### src/rtl/uart_tx_fifo.sv
// First-word-fall-through byte FIFO feeding the UART transmitter.
// Optional sticky drop flag: define UART_TX_FIFO_OVERFLOW_EN.
module uart_tx_fifo #(
    parameter int DEPTH = 16
) (
    input  logic                     clk,
    input  logic                     rst_n,
    input  logic [7:0]               wr_data,
    input  logic                     wr_en,
    output logic                     full,
    output logic                     empty,
    output logic [$clog2(DEPTH):0]   count,
`ifdef UART_TX_FIFO_OVERFLOW_EN
    output logic                     overflow,
    input  logic                     overflow_clr,
`endif
    output logic [7:0]               tx_data,
    output logic                     tx_valid,
    input  logic                     tx_ready
);

    localparam int CW = $clog2(DEPTH) + 1;
    localparam int AW = (DEPTH > 2) ? $clog2(DEPTH - 1) : 1;
    localparam int AN = DEPTH - 1;

    logic [7:0]    mem [AN];
    logic [AW-1:0] wr_ptr;
    logic [AW-1:0] rd_ptr;
    logic [CW-1:0] arr_cnt;

    logic          wr_acc;
    logic          pop;
    logic          arr_empty;
    logic          bypass;
    logic          arr_pop;
    logic          arr_push;
    logic          valid_nxt;
    logic [7:0]    data_nxt;
    logic [CW-1:0] count_nxt;
    logic [CW-1:0] arr_cnt_nxt;
    logic [AW-1:0] wr_ptr_nxt;
    logic [AW-1:0] rd_ptr_nxt;

    function automatic logic [AW-1:0] ptr_inc(input logic [AW-1:0] p);
        if (p == AW'(DEPTH - 2)) begin
            return '0;
        end
        return p + AW'(1);
    endfunction

    always_comb begin
        wr_acc    = wr_en && !full;
        pop       = tx_valid && tx_ready;
        arr_empty = (arr_cnt == '0);
        // Output stage takes the write directly when nothing queued ahead of it
        bypass    = wr_acc && (!tx_valid || (pop && arr_empty));
        arr_pop   = pop && !arr_empty;
        arr_push  = wr_acc && !bypass;
    end

    always_comb begin
        valid_nxt   = tx_valid;
        data_nxt    = tx_data;
        wr_ptr_nxt  = wr_ptr;
        rd_ptr_nxt  = rd_ptr;
        count_nxt   = count + CW'(wr_acc) - CW'(pop);
        arr_cnt_nxt = arr_cnt + CW'(arr_push) - CW'(arr_pop);
        if (bypass) begin
            valid_nxt = 1'b1;
            data_nxt  = wr_data;
        end else if (arr_pop) begin
            valid_nxt = 1'b1;
            data_nxt  = mem[rd_ptr];
        end else if (pop) begin
            valid_nxt = 1'b0;
        end
        if (arr_pop) begin
            rd_ptr_nxt = ptr_inc(rd_ptr);
        end
        if (arr_push) begin
            wr_ptr_nxt = ptr_inc(wr_ptr);
        end
    end

    always_ff @(posedge clk) begin
        if (arr_push) begin
            mem[wr_ptr] <= wr_data;
        end
    end

    always_ff @(posedge clk or negedge rst_n) begin
        if (!rst_n) begin
            tx_valid <= 1'b0;
            tx_data  <= 8'h00;
            wr_ptr   <= '0;
            rd_ptr   <= '0;
            arr_cnt  <= '0;
            count    <= '0;
            full     <= 1'b0;
            empty    <= 1'b1;
        end else begin
            tx_valid <= valid_nxt;
            tx_data  <= data_nxt;
            wr_ptr   <= wr_ptr_nxt;
            rd_ptr   <= rd_ptr_nxt;
            arr_cnt  <= arr_cnt_nxt;
            count    <= count_nxt;
            full     <= (count_nxt == CW'(DEPTH));
            empty    <= (count_nxt == '0);
        end
    end

`ifdef UART_TX_FIFO_OVERFLOW_EN
    // Set has priority over clear so a drop is never lost
    always_ff @(posedge clk or negedge rst_n) begin
        if (!rst_n) begin
            overflow <= 1'b0;
        end else if (wr_en && full) begin
            overflow <= 1'b1;
        end else if (overflow_clr) begin
            overflow <= 1'b0;
        end
    end
`endif

endmodule

### config.mk
export PLATFORM = sky130hd
export DESIGN_NAME = uart_tx_fifo
export DESIGN_NICKNAME = d
export VERILOG_FILES = /design/src/rtl/uart_tx_fifo.sv
export SDC_FILE = /design/constraint.sdc
export NUM_CORES = 1
export LEC_CHECK = 0
export BUFFER_PORTS_ARGS = -buffer_cell sky130_fd_sc_hd__buf_2
export CELL_PAD_IN_SITES_DETAIL_PLACEMENT = 0
export CELL_PAD_IN_SITES_GLOBAL_PLACEMENT = 1
export CORE_MARGIN = 4
export CORE_UTILIZATION = 50
export DETAILED_ROUTE_END_ITERATION = 8
export GPL_TIMING_DRIVEN = 0
export PLACE_DENSITY = 0.77
export SLEW_MARGIN = 20
export SYNTH_ARGS = -nofsm -noshare
export SYNTH_HDL_FRONTEND = slang
export SYNTH_SLANG_ARGS = --single-unit
### constraint.sdc
create_clock -name clk -period 3.5 [get_ports clk]
set_input_delay 0.875 -clock clk [delete_from_list [all_inputs] [get_ports clk]]
set_output_delay 0.875 -clock clk [all_outputs]
set_load 0.01 [all_outputs]
==> summary.txt, run 1 <==
Run status
  • Outcome: completed

Yosys
  • Synth warn: 0
  • Number of synthesized register bits: between 100 and 150
  • Post-Syn Instances: a little over 400
  • Register area share after synthesis: 68.6%
  • Post-synth top flop: edfxtp_1
  • Synth unique cells: between 50 and 60
  • EDFF count, synth: 120
  • Mapped Avg Cell Area: between 15 and 20 um^2
  • Async S/R FF share, synth: about a fifth
  • Synth Cell Area: ~6300 um^2
  • Leading area contributor after synthesis: edfxtp_1
  • Top cells by area, synth: edfxtp_1 57%, dfrtp_1 11%, mux2i_1 4.9%
  • Syn nets: approximately 430
  • Top cell type's share of synthesized area: 57.1%

Timing
  • Final period utilization: 86.4%
  • Final Skew: 0.00845 ns
  • FMAX: 331 MHz
  • Relative slew slack: a little under two fifths
  • Hold Vio Cnt, Final: 0
  • RSZ-0062 raised after global routing: no
  • TNS Setup: 0 ns
  • Final hold slack: between 0.4 and 0.5 ns
  • Worst-margin pin slew: between 0.9 and 1 ns
  • Final setup violation count: 0
  • Max Slew Vio Count: 0
  • Fin crit period: around 3.0 ns

CTS
  • CTS buffer count: 17
  • Clock buffer depth: 2
  • TritonCTS clock tree: built
  • Post-CTS Hold Fix Bufs: 0
  • Reg clk slew, reported paths: 0.06 ns
  • # resized after CTS: 0
  • Postcts setup bufs: 0
  • Clk sink count: roughly 150
  • H-Tree Depth: 4
  • Clk Tree Root Cell: clkbuf_16
  • Clock latency on the worst-skew pair: roughly 0.42 ns

Route
  • Antenna Nets Post-Route: 0
  • Router iterations before antenna repair: 5
  • Via/cell ratio: approximately 5.7
  • Final wirelength: ~13000 um
  • DRC violations left: 0
  • Initial drt markers: 320
  • Routed wire per std cell: 20.9 um
  • Via count: between 3000 and 4000

Placement
  • RD Place Congestion: a little over 0.8
  • Port Buffers: 27
  • Dpl hpwl: approximately 8800 um
  • Placement Cell Area: ~6700 um^2

Floorplanning
  • IO Count: 28
  • Core area: 12200 um^2
  • Die height: around 120 um
  • Chip width: 120 um
  • Die area: roughly 14000 um^2
  • Initial Util: 51.7%
  • Cell Rows: 40

Job
  • Max_cap viols: 0

GRT
  • GRT Residual Overflow: 0
  • First-pass GRT wire length: between 20000 and 25000 um
  • Gr busiest metal: met2
  • GR Util All Layers: 19.8%
  • M1 GR Usage: approximately a quarter
  • Vias in the first global route: roughly 3700
  • Largest net degree at the start of global routing: 30
  • Initial antenna violation count: 0
  • Global routing met2 resource utilization: a little under a third
  • Met3 usage: under 10%

Critical path
  • Setup crit end kind: register
  • Arrival time worst endpoint: 3.35 ns
  • Critical path startpoint category: input pin
  • Critical path required time: 3.83 ns
  • Reg-to-reg setup timing slack: 0.59 ns
  • CP max FO: 10
  • WS Path Type: input pin to register

Cells and area
  • Filler Cell Count: around 940
  • Antenna cells: 0
  • Final net count: 474
  • Area Overhead vs Synth: 16.1%
  • Share of cells above drive strength 1: around a fifth
  • Design area: about 7300 um^2

Power
  • Static Leak: roughly 2.7 nW
  • Total power: between 6 and 7 mW
  • Worst vdd ir: ~0.00054 V
  • PwrDens: around 880 nW/um^2

Worst hold path
  • Worst hold path type: input pin to asynchronous set/reset pin
stage by stage:
step	std cells	setup WS, ns	util, %
after global routing	630	0.250	60.0
after detailed placement	598	0.0315	54.6
after CTS	630	0.470	60.0
final	630	0.477	60.0
after floorplan	403	0.462	-
after global placement	598	0.0682	54.5
sequential cells by signal, summed over array words and instances, names as in the netlist:
register / flops
mem: 120
count: 5
wr_ptr: 4
tx_valid: 1
full: 1
rd_ptr: 4
empty: 1
tx_data: 8
arr_cnt: 5
cell usage in the layout, fill, tap and decap left out, drive strengths merged, types with 2 or more instances in the layout:
cell type  count
edfxtp       120
buf           40
mux2i         31
clkbuf        29
dfrtp         28
inv           19
nand2         19
nor2          14
a22oi         14
nor3          13
nand2b        12
ha            11
a21o          10
mux4           9
o211ai         9
mux2           8
a21oi          8
a32oi          7
a31oi          7
o21ai          7
bufinv         6
xnor2          5
clkinv         5
xor2           3
nand3          3
o31ai          3
o21bai         2
nor2b          2
fa             2
or3            2
power breakdown:
part	internal, mW	switching [mW]	leakage (nW)
clock	1.35	0.666	0.317
combinational	0.852	1.21	0.909
sequential	2.24	0.154	1.43
Yosys cell counts, types with 2 or more instances:
| master | number |
|---|---|
| o31ai_1 | 3 |
| fa_1 | 2 |
| o211ai_1 | 9 |
| ha_1 | 11 |
| a21o_1 | 10 |
| xor2_1 | 3 |
| dfrtp_1 | 28 |
| a32oi_1 | 7 |
| nor3_1 | 11 |
| nand2b_1 | 11 |
| xnor2_1 | 5 |
| inv_1 | 19 |
| a22oi_1 | 14 |
| nand2_1 | 18 |
| a21oi_1 | 7 |
| buf_2 | 6 |
| edfxtp_1 | 120 |
| nor2b_1 | 2 |
| buf_4 | 3 |
| o21ai_0 | 6 |
| mux2i_1 | 31 |
| o21bai_1 | 2 |
| nand3_1 | 3 |
| clkbuf_1 | 7 |
| buf_6 | 3 |
| a31oi_1 | 7 |
| mux4_2 | 9 |
| mux2_2 | 8 |
| nor2_1 | 14 |
| nor3_2 | 2 |
cell families (layout without fill, tap and decap cells):
logic type	Yosys count	in the layout	share of synthesized area [%]
adder cells (fa/ha/maj)	13	13	2.81
XOR/XNOR	8	8	1.11
multiplexers	48	48	9.55
flip-flops	149	149	68.6
AND/OR/NAND/NOR	71	71	6.20
AO/OA/AOI/OAI	74	74	8.72
buffers and inverters	40	99	3.03
routing by layer:
layer / vias up / part of all wire, %
met4: 0 / 2.7
met1: 1776 / 42
li1: 1637 / -
met3: 25 / 6.4
met2: 134 / 49
met5: - / 0
layout make-up:
class	count	area, um^2	area share [%]
Inverter	20	75.1	1.02
Tap cell	168	210	2.87
Buffer	20	116	1.59
Clock inverter	10	201	2.75
Clock buffer	22	454	6.20
Timing Repair Buffer	27	135	1.84
Multi-Input combinational cell	214	1810	24.7
Sequential cell	149	4330	59.1
final timing paths:
check | startpoint | end | cells past startpoint
hold reg to reg | wr_ptr[1]$_DFFE_PN0P_ | wr_ptr[1]$_DFFE_PN0P_ | 2
max in group asynchronous | rst_n | tx_data[5]$_DFFE_PN0P_ | 1
setup / recovery | wr_en | full$_DFF_PN0_ | 10
min in group clk | wr_ptr[1]$_DFFE_PN0P_ | wr_ptr[1]$_DFFE_PN0P_ | 2
setup reg to reg | arr_cnt[3]$_DFF_PN0_ | arr_cnt[4]$_DFF_PN0_ | 14
hold / removal | rst_n | arr_cnt[4]$_DFF_PN0_ | 1
worst max-delay path: stages:
cell      delay [ns]
buf_2           0.09
and2b_2         0.22
inv_1           0.13
clkbuf_1        0.41
ha_1            0.32
inv_1           0.06
ha_1            0.18
fa_1            0.43
or3_1           0.42
nor3b_1         0.21
Note: power is estimated with default switching activity, not from simulation.
==> run 2: changes to the inputs <==
--- a/config.mk
+++ b/config.mk
@@ -17,3 +17,4 @@
 export SYNTH_ARGS = -nofsm -noshare
 export SYNTH_HDL_FRONTEND = slang
 export SYNTH_SLANG_ARGS = --single-unit
+export TNS_END_PERCENT = 50
==> constraint.sdc (replaced) <==
create_clock -name clk -period 3 [get_ports clk]
set_input_delay 0.75 -clock clk [delete_from_list [all_inputs] [get_ports clk]]
set_output_delay 0.75 -clock clk [all_outputs]
set_load 0.01 [all_outputs]
==> summary.txt, run 2 (synthesis results as in run 1) <==
Timing
  • Final setup violation count: 0 (unchanged)
  • Worst-margin pin slew: 0.950 ns (+0.00733 ns)
  • Max Slew Vio Count: 0 (unchanged)
  • FMAX: 361 MHz
  • Final Skew: 0.00698 ns (-0.00147 ns)
  • Hold Vio Cnt, Final: 0 (unchanged)
  • Final period utilization: between 90% and 100%
  • Fin crit period: about 2.8 ns
  • Relative slew slack: 36.4% (-0.49 points)
  • TNS Setup: 0 ns (unchanged)

Critical path
  • Reg2reg path depth: 14 (unchanged)
  • Setup crit end kind: register
  • Crit path depth: 14 (+4)
  • WS Path Type: register to register
  • RR Endpoint: arr_cnt[4]$_DFF_PN0_
  • Critical path required time: 3.34 ns (-0.49 ns)
  • CP cell instances: inv_1 -> ha_1 -> or4b_4 -> nand2_4 -> inv_2 -> ha_1 -> inv_1 -> ha_1 -> inv_1 -> fa_1 -> inv_1 -> a21oi_1 -> o21bai_1 -> xnor2_1
  • Reg-to-reg setup timing slack: 0.23 ns (-0.36 ns)
  • Cell family with most CP delay: adder cells
  • WP buf/inv: 5 (+1)
  • Worst R2R Start: arr_cnt[3]$_DFF_PN0_
  • Arrival time worst endpoint: 3.11 ns (-0.24 ns)
  • Cell repeated most along the worst path: inv_1
  • CP Launch Point: arr_cnt[3]$_DFF_PN0_
  • CP endpoint: arr_cnt[4]$_DFF_PN0_
  • Slowest cell on the critical path: or4b_4
  • Slowest stage delay, CP: 0.51 ns (+0.08 ns)
  • CP max FO: 5 (-5)
  • Critical path startpoint category: register

GRT
  • First-pass GRT wire length: 20900 um (unchanged)
  • GRT Residual Overflow: 0 (unchanged)
  • GR Util All Layers: 19.8% (unchanged)
  • Vias in the first global route: 3693 (unchanged)
  • Largest net degree at the start of global routing: 30 (unchanged)
  • Initial antenna violation count: 0 (unchanged)

Cells and area
  • Largest Register: mem
  • Area Overhead vs Synth: 16.2%
  • Antenna cells: 0 (unchanged)
  • Most common cell after layout, fill and taps aside: edfxtp_1
  • Most frequent cells in the layout: 120 x edfxtp_1, 33 x buf_2, 31 x mux2i_1
  • Top flop regs: mem: 120 flops, tx_data: 8 flops
  • Largest register FFs: 120 (unchanged)
  • Fin cells: 630 (unchanged)
  • Filler Cell Count: 939 (-0.42%)
  • Share of cells above drive strength 1: 21.2% (+0.65 points)
  • Design area: 7340 um^2 (+0.14%)
  • Final net count: 474 (unchanged)

Power
  • Clock network power share: 31.1% (about the same)
  • PwrDens: 1030 nW/um^2 (+17%)
  • Net switching power: 2.37 mW (+17%)
  • Sequential power share: 37.0% (about the same)
  • Cell-internal power: 5.18 mW (+17%)
  • Static Leak: 2.66 nW (+0.17%)
  • Total power: 7.55 mW (+17%)
  • Combinational power share: 32.0% (about the same)
  • Worst vdd ir: 0.000631 V (+17%)
  • Sw Ratio: 31.3% (about the same)

CTS
  • Clock latency on the worst-skew pair: 0.42 ns (about the same)
  • Post-CTS Hold Fix Bufs: 0 (unchanged)
  • TritonCTS clock tree: built
  • Clk sink count: 149 (unchanged)
  • Clk Tree Root Cell: clkbuf_16
  • Reg clk slew, reported paths: 0.06 ns (about the same)
  • CTS buffer count: 17 (unchanged)
  • Clock buffer depth: 2 (unchanged)
  • H-Tree Depth: 4 (unchanged)
  • Postcts setup bufs: 0 (unchanged)

Placement
  • Dpl hpwl: 8830 um (unchanged)
  • Placement Cell Area: 6670 um^2 (unchanged)
  • Cell count after placement: 598 (unchanged)
  • Port Buffers: 27 (unchanged)
  • RD Place Congestion: 0.808 (unchanged)

Route
  • Via count: 3563 (-0.25%)
  • Routed wire per std cell: 20.9 um (-0.23%)
  • Antenna Nets Post-Route: 0 (unchanged)
  • DRC violations left: 0 (unchanged)
  • Initial drt markers: 292 (-8.8%)
  • Via/cell ratio: 5.66 (-0.25%)
  • Final wirelength: 13200 um (-0.23%)
  • Router iterations before antenna repair: 5 (unchanged)

Floorplanning
  • Die area: 14500 um^2 (unchanged)
  • Core area: 12200 um^2 (unchanged)
  • IO Count: 28 (unchanged)
  • Initial Util: 51.7% (unchanged)
  • Cell Rows: 40 (unchanged)
  • Chip width: 120 um (unchanged)
  • Die height: 120 um (unchanged)

Run status
  • Outcome: completed

Worst hold path
  • Worst hold path type: input pin to asynchronous set/reset pin

Job
  • Max_cap viols: 0 (unchanged)
[run 2: cell counts in the layout (fill, tap and decap cells not counted)]
No cell type changed its count.
[run 2: area by class of cell]
class / count / area (um^2) / area share, %
buffer: 20 / 118 / 1.60
clock buffer: 22 / 454 / 6.19
clock inverter: 10 / 201 / 2.74
inverter: 20 / 75.1 / 1.02
multi-input combinational: 214 / 1820 / 24.7
sequential: 149 / 4330 / 59.0
tap: 168 / 210 / 2.86
timing repair buffer: 27 / 135 / 1.84
[run 2: power by group through the flow]
stage / clock network (mW) / logic (mW) / registers [mW]
CTS: 2.38 / 2.44 / 2.79
floorplan: 0 / 1.70 / 2.84
detailed placement: 0 / 2.42 / 2.83
global route: 2.47 / 2.70 / 2.83
global placement: 0 / 2.35 / 2.82
finish: 2.35 / 2.41 / 2.79
[run 2: how the worst min path moves through the flow]
| stage | startpoint | end | slack, ns |
|---|---|---|---|
| after floorplan | rst_n | arr_cnt[0]$_DFF_PN0_ | 0.45 |
| after global placement | wr_ptr[1]$_DFFE_PN0P_ | wr_ptr[1]$_DFFE_PN0P_ | 0.52 |
| after detailed placement | wr_ptr[1]$_DFFE_PN0P_ | wr_ptr[1]$_DFFE_PN0P_ | 0.52 |
| after CTS | rst_n | arr_cnt[0]$_DFF_PN0_ | 0.38 |
| after global routing | rst_n | arr_cnt[1]$_DFF_PN0_ | 0.40 |
| final | rst_n | arr_cnt[1]$_DFF_PN0_ | 0.38 |
[run 2: repair_timing]
item                                    4_1_cts  5_1_grt
endpoints found under the hold margin         0        0
endpoints found under the setup margin        0        3
resized for setup                             0        5
[run 2: metrics by stage]
stage	util, %	hold WS [ns]	setup slack (ns)
floorplan	-	0.454	0.0866
global placement	54.5	0.518	-0.307
detailed placement	54.6	0.521	-0.344
CTS	60.0	0.383	0.00405
global route	60.1	0.403	-0.000939
finish	60.1	0.382	0.228
[run 2: per-layer routing]
| metal | wire (um) | share of wire [%] | global-route usage [%] | vias to the layer above |
|---|---|---|---|---|
| met4 | 289 | 2.2 | 8.43 | 0 |
| met3 | 740 | 5.6 | 4.68 | 21 |
| met2 | 6560 | 50 | 31.7 | 123 |
| met1 | 5580 | 42 | 26.0 | 1784 |
| met5 | 0 | 0 | 0 | - |
| li1 | - | - | - | 1635 |
[run 2: worst register-to-register path: cells and delay by family (launching register included)]
family                     cells  cell delay (ns)
AOI/OAI and AO/OA              2             0.21
xor gates and xnor gates       1             0.13
adders and majority gates      4             1.00
buffers and inverters          5             0.33
DFF                            1             0.39
and+or+nand+nor                2             0.63
==> run 3: changes to the inputs <==
--- a/config.mk
+++ b/config.mk
@@ -12,7 +12,7 @@
 export CORE_UTILIZATION = 50
 export DETAILED_ROUTE_END_ITERATION = 8
 export GPL_TIMING_DRIVEN = 0
-export PLACE_DENSITY = 0.77
+export PLACE_DENSITY_LB_ADDON = 0.05
 export SLEW_MARGIN = 20
 export SYNTH_ARGS = -nofsm -noshare
 export SYNTH_HDL_FRONTEND = slang
==> summary.txt, run 3 (synthesis results as in run 1) <==
Critical path
  • Critical path startpoint category: input pin
  • Worst R2R Start: full$_DFF_PN0_
  • Slowest stage delay, CP: 0.43 ns (-0.08 ns)
  • Cell family with most CP delay: adder cells
  • CP max FO: 10 (+5)
  • Slowest cell on the critical path: fa_1
  • CP Launch Point: wr_en
  • WS Path Type: input pin to register
  • Setup crit end kind: register
  • Arrival time worst endpoint: 3.28 ns (+0.17 ns)
  • WP buf/inv: 4 (-1)
  • CP cell instances: buf_2 -> and2b_2 -> inv_1 -> clkbuf_1 -> ha_1 -> inv_1 -> ha_1 -> fa_1 -> or3_1 -> nor3b_1
  • Critical path required time: 3.32 ns (-0.02 ns)

Cells and area
  • Largest Register: mem
  • Antenna cells: 0 (unchanged)
  • Top flop regs: mem: 120 flops, tx_data: 8 flops
  • Largest register FFs: 120 (unchanged)
  • Share of cells above drive strength 1: 21.9% (+0.70 points)
  • Most frequent cells in the layout: 120 x edfxtp_1, 33 x buf_2, 31 x mux2i_1
  • Design area: 7240 um^2 (-1.3%)
  • Final net count: 474 (unchanged)
  • Most common cell after layout, fill and taps aside: edfxtp_1
  • Filler Cell Count: 972 (+3.5%)
  • Area Overhead vs Synth: 14.7%

Placement
  • RD Place Congestion: 0.823 (+1.8%)
  • Placement Cell Area: 6670 um^2 (unchanged)
  • Dpl hpwl: 9120 um (+3.3%)
  • Port Buffers: 27 (unchanged)

CTS
  • H-Tree Depth: 4 (unchanged)
  • Clock latency on the worst-skew pair: 0.42 ns (about the same)
  • Clock buffer depth: 2 (unchanged)
  • TritonCTS clock tree: built
  • Clk Tree Root Cell: clkbuf_16
  • Reg clk slew, reported paths: 0.06 ns (about the same)
  • CTS buffer count: 17 (unchanged)
  • Clk sink count: 149 (unchanged)

Power
  • Cell-internal power: 4.82 mW (-7.1%)
  • Static Leak: 2.61 nW (-1.9%)
  • Clock network power share: 28.0% (-3.1 points)
  • Total power: 7.27 mW (-3.7%)
  • Net switching power: 2.45 mW (+3.7%)
  • Sequential power share: 38.3% (+1.3 points)
  • Worst vdd ir: 0.000698 V (+11%)
  • Combinational power share: 33.8% (+1.8 points)
  • Sw Ratio: 33.7% (+2.4 points)
  • PwrDens: 1000 nW/um^2 (-2.4%)

Timing
  • Final period utilization: 98.6% (+6.2 points)
  • TNS Setup: 0 ns (unchanged)
  • Fin crit period: 2.96 ns (+0.186 ns)
  • Max Slew Vio Count: 0 (unchanged)
  • Worst-margin pin slew: 0.837 ns (-0.112 ns)
  • Final hold slack: 0.388 ns (+0.00681 ns)
  • RSZ-0062 raised after global routing: yes
  • Final setup violation count: 0 (unchanged)
  • Relative slew slack: 44.0% (+7.5 points)
  • Hold Vio Cnt, Final: 0 (unchanged)
  • FMAX: 338 MHz (-6.3%)
  • Final Skew: 0.00609 ns (-0.000888 ns)

Route
  • Via count: 3587 (+0.67%)
  • Antenna Nets Post-Route: 0 (unchanged)
  • Routed wire per std cell: 22.1 um (+5.6%)
  • Final wirelength: 13900 um (+5.5%)
  • Initial drt markers: 325 (+11%)
  • Router iterations before antenna repair: 5 (unchanged)
  • Via/cell ratio: 5.70 (+0.83%)
  • DRC violations left: 0 (unchanged)

Floorplanning
  • Chip width: 120 um (unchanged)
  • Die area: 14500 um^2 (unchanged)
  • Die height: 120 um (unchanged)
  • Cell Rows: 40 (unchanged)
  • Initial Util: 51.7% (unchanged)
  • IO Count: 28 (unchanged)
  • Core area: 12200 um^2 (unchanged)

GRT
  • GRT Residual Overflow: 0 (unchanged)
  • GR Util All Layers: 20.3% (+0.48 points)
  • Initial antenna violation count: 0 (unchanged)
  • Vias in the first global route: 3469 (-6.1%)
  • Largest net degree at the start of global routing: 30 (unchanged)
  • First-pass GRT wire length: 21200 um (+1.7%)

Job
  • Max_cap viols: 0 (unchanged)

Worst hold path
  • Worst hold path type: input pin to asynchronous set/reset pin

Run status
  • Outcome: completed
==> run 3: cell count changes in the layout (fill, tap and decap cells not counted), moves of 3 or more <==
cell / previous run / this run
clkbuf_1: 10 / 7
bufinv_16: 6 / 2
clkinv_2: 1 / 5
clkinvlp_4: 0 / 3
==> run 3: final timing paths <==
kind | end | slack, ns | cells after the start
worst min register to register | count[0]$_DFF_PN0_ | 0.53 | 1
worst max register to register | full$_DFF_PN0_ | 0.11 | 9
worst max-delay path | full$_DFF_PN0_ | 0.04 | 10
max in group asynchronous | rd_ptr[0]$_DFFE_PN0P_ | 2.14 | 1
worst min-delay path | arr_cnt[3]$_DFF_PN0_ | 0.39 | 1
min in group clk | count[0]$_DFF_PN0_ | 0.53 | 1
==> run 3: layer usage <==
layer  wire [um]  global-route usage [%]  up-vias
met5           0                       0        -
met4         314                    8.92        0
met3         660                    4.49       21
met2        6690                    31.3      110
met1        6220                    27.8     1819
li1            -                       -     1637
==> run 3: stage by stage <==
| step | setup WS (ns) | std cells | utilization (%) |
|---|---|---|---|
| after floorplan | 0.0866 | 403 | - |
| after global placement | -0.347 | 598 | 54.5 |
| after detailed placement | -0.368 | 598 | 54.6 |
| after CTS | 0.00698 | 629 | 59.2 |
| after global routing | -0.0515 | 629 | 59.3 |
| final | 0.0415 | 629 | 59.3 |
==> run 3: power by group through the flow <==
stage	Combinational, mW	Clock, mW	Sequential, mW
after CTS	2.47	2.06	2.78
after detailed placement	2.46	0	2.82
after floorplan	1.70	0	2.84
after global placement	2.43	0	2.81
final	2.46	2.03	2.78
after global routing	2.71	2.15	2.82
==> run 3: area by class of cell <==
class / count / area [um^2] / share of cell area [%]
repair buffers: 27 / 135 / 1.87
inverters: 20 / 75.1 / 1.04
clock buffers: 17 / 425 / 5.87
well taps: 168 / 210 / 2.90
clock inverters: 14 / 138 / 1.90
plain buffers: 20 / 116 / 1.61
flip-flops and latches: 149 / 4330 / 59.8
multi-input cells: 214 / 1810 / 25.0
==> run 3: what timing repair did <==
| action | 4_1_cts | 5_1_grt |
|---|---|---|
| hold buffers | 0 | 0 |
| setup endpoints to repair | 0 | 3 |
| gates resized for setup | 0 | 2 |
| setup buffers | 0 | 0 |
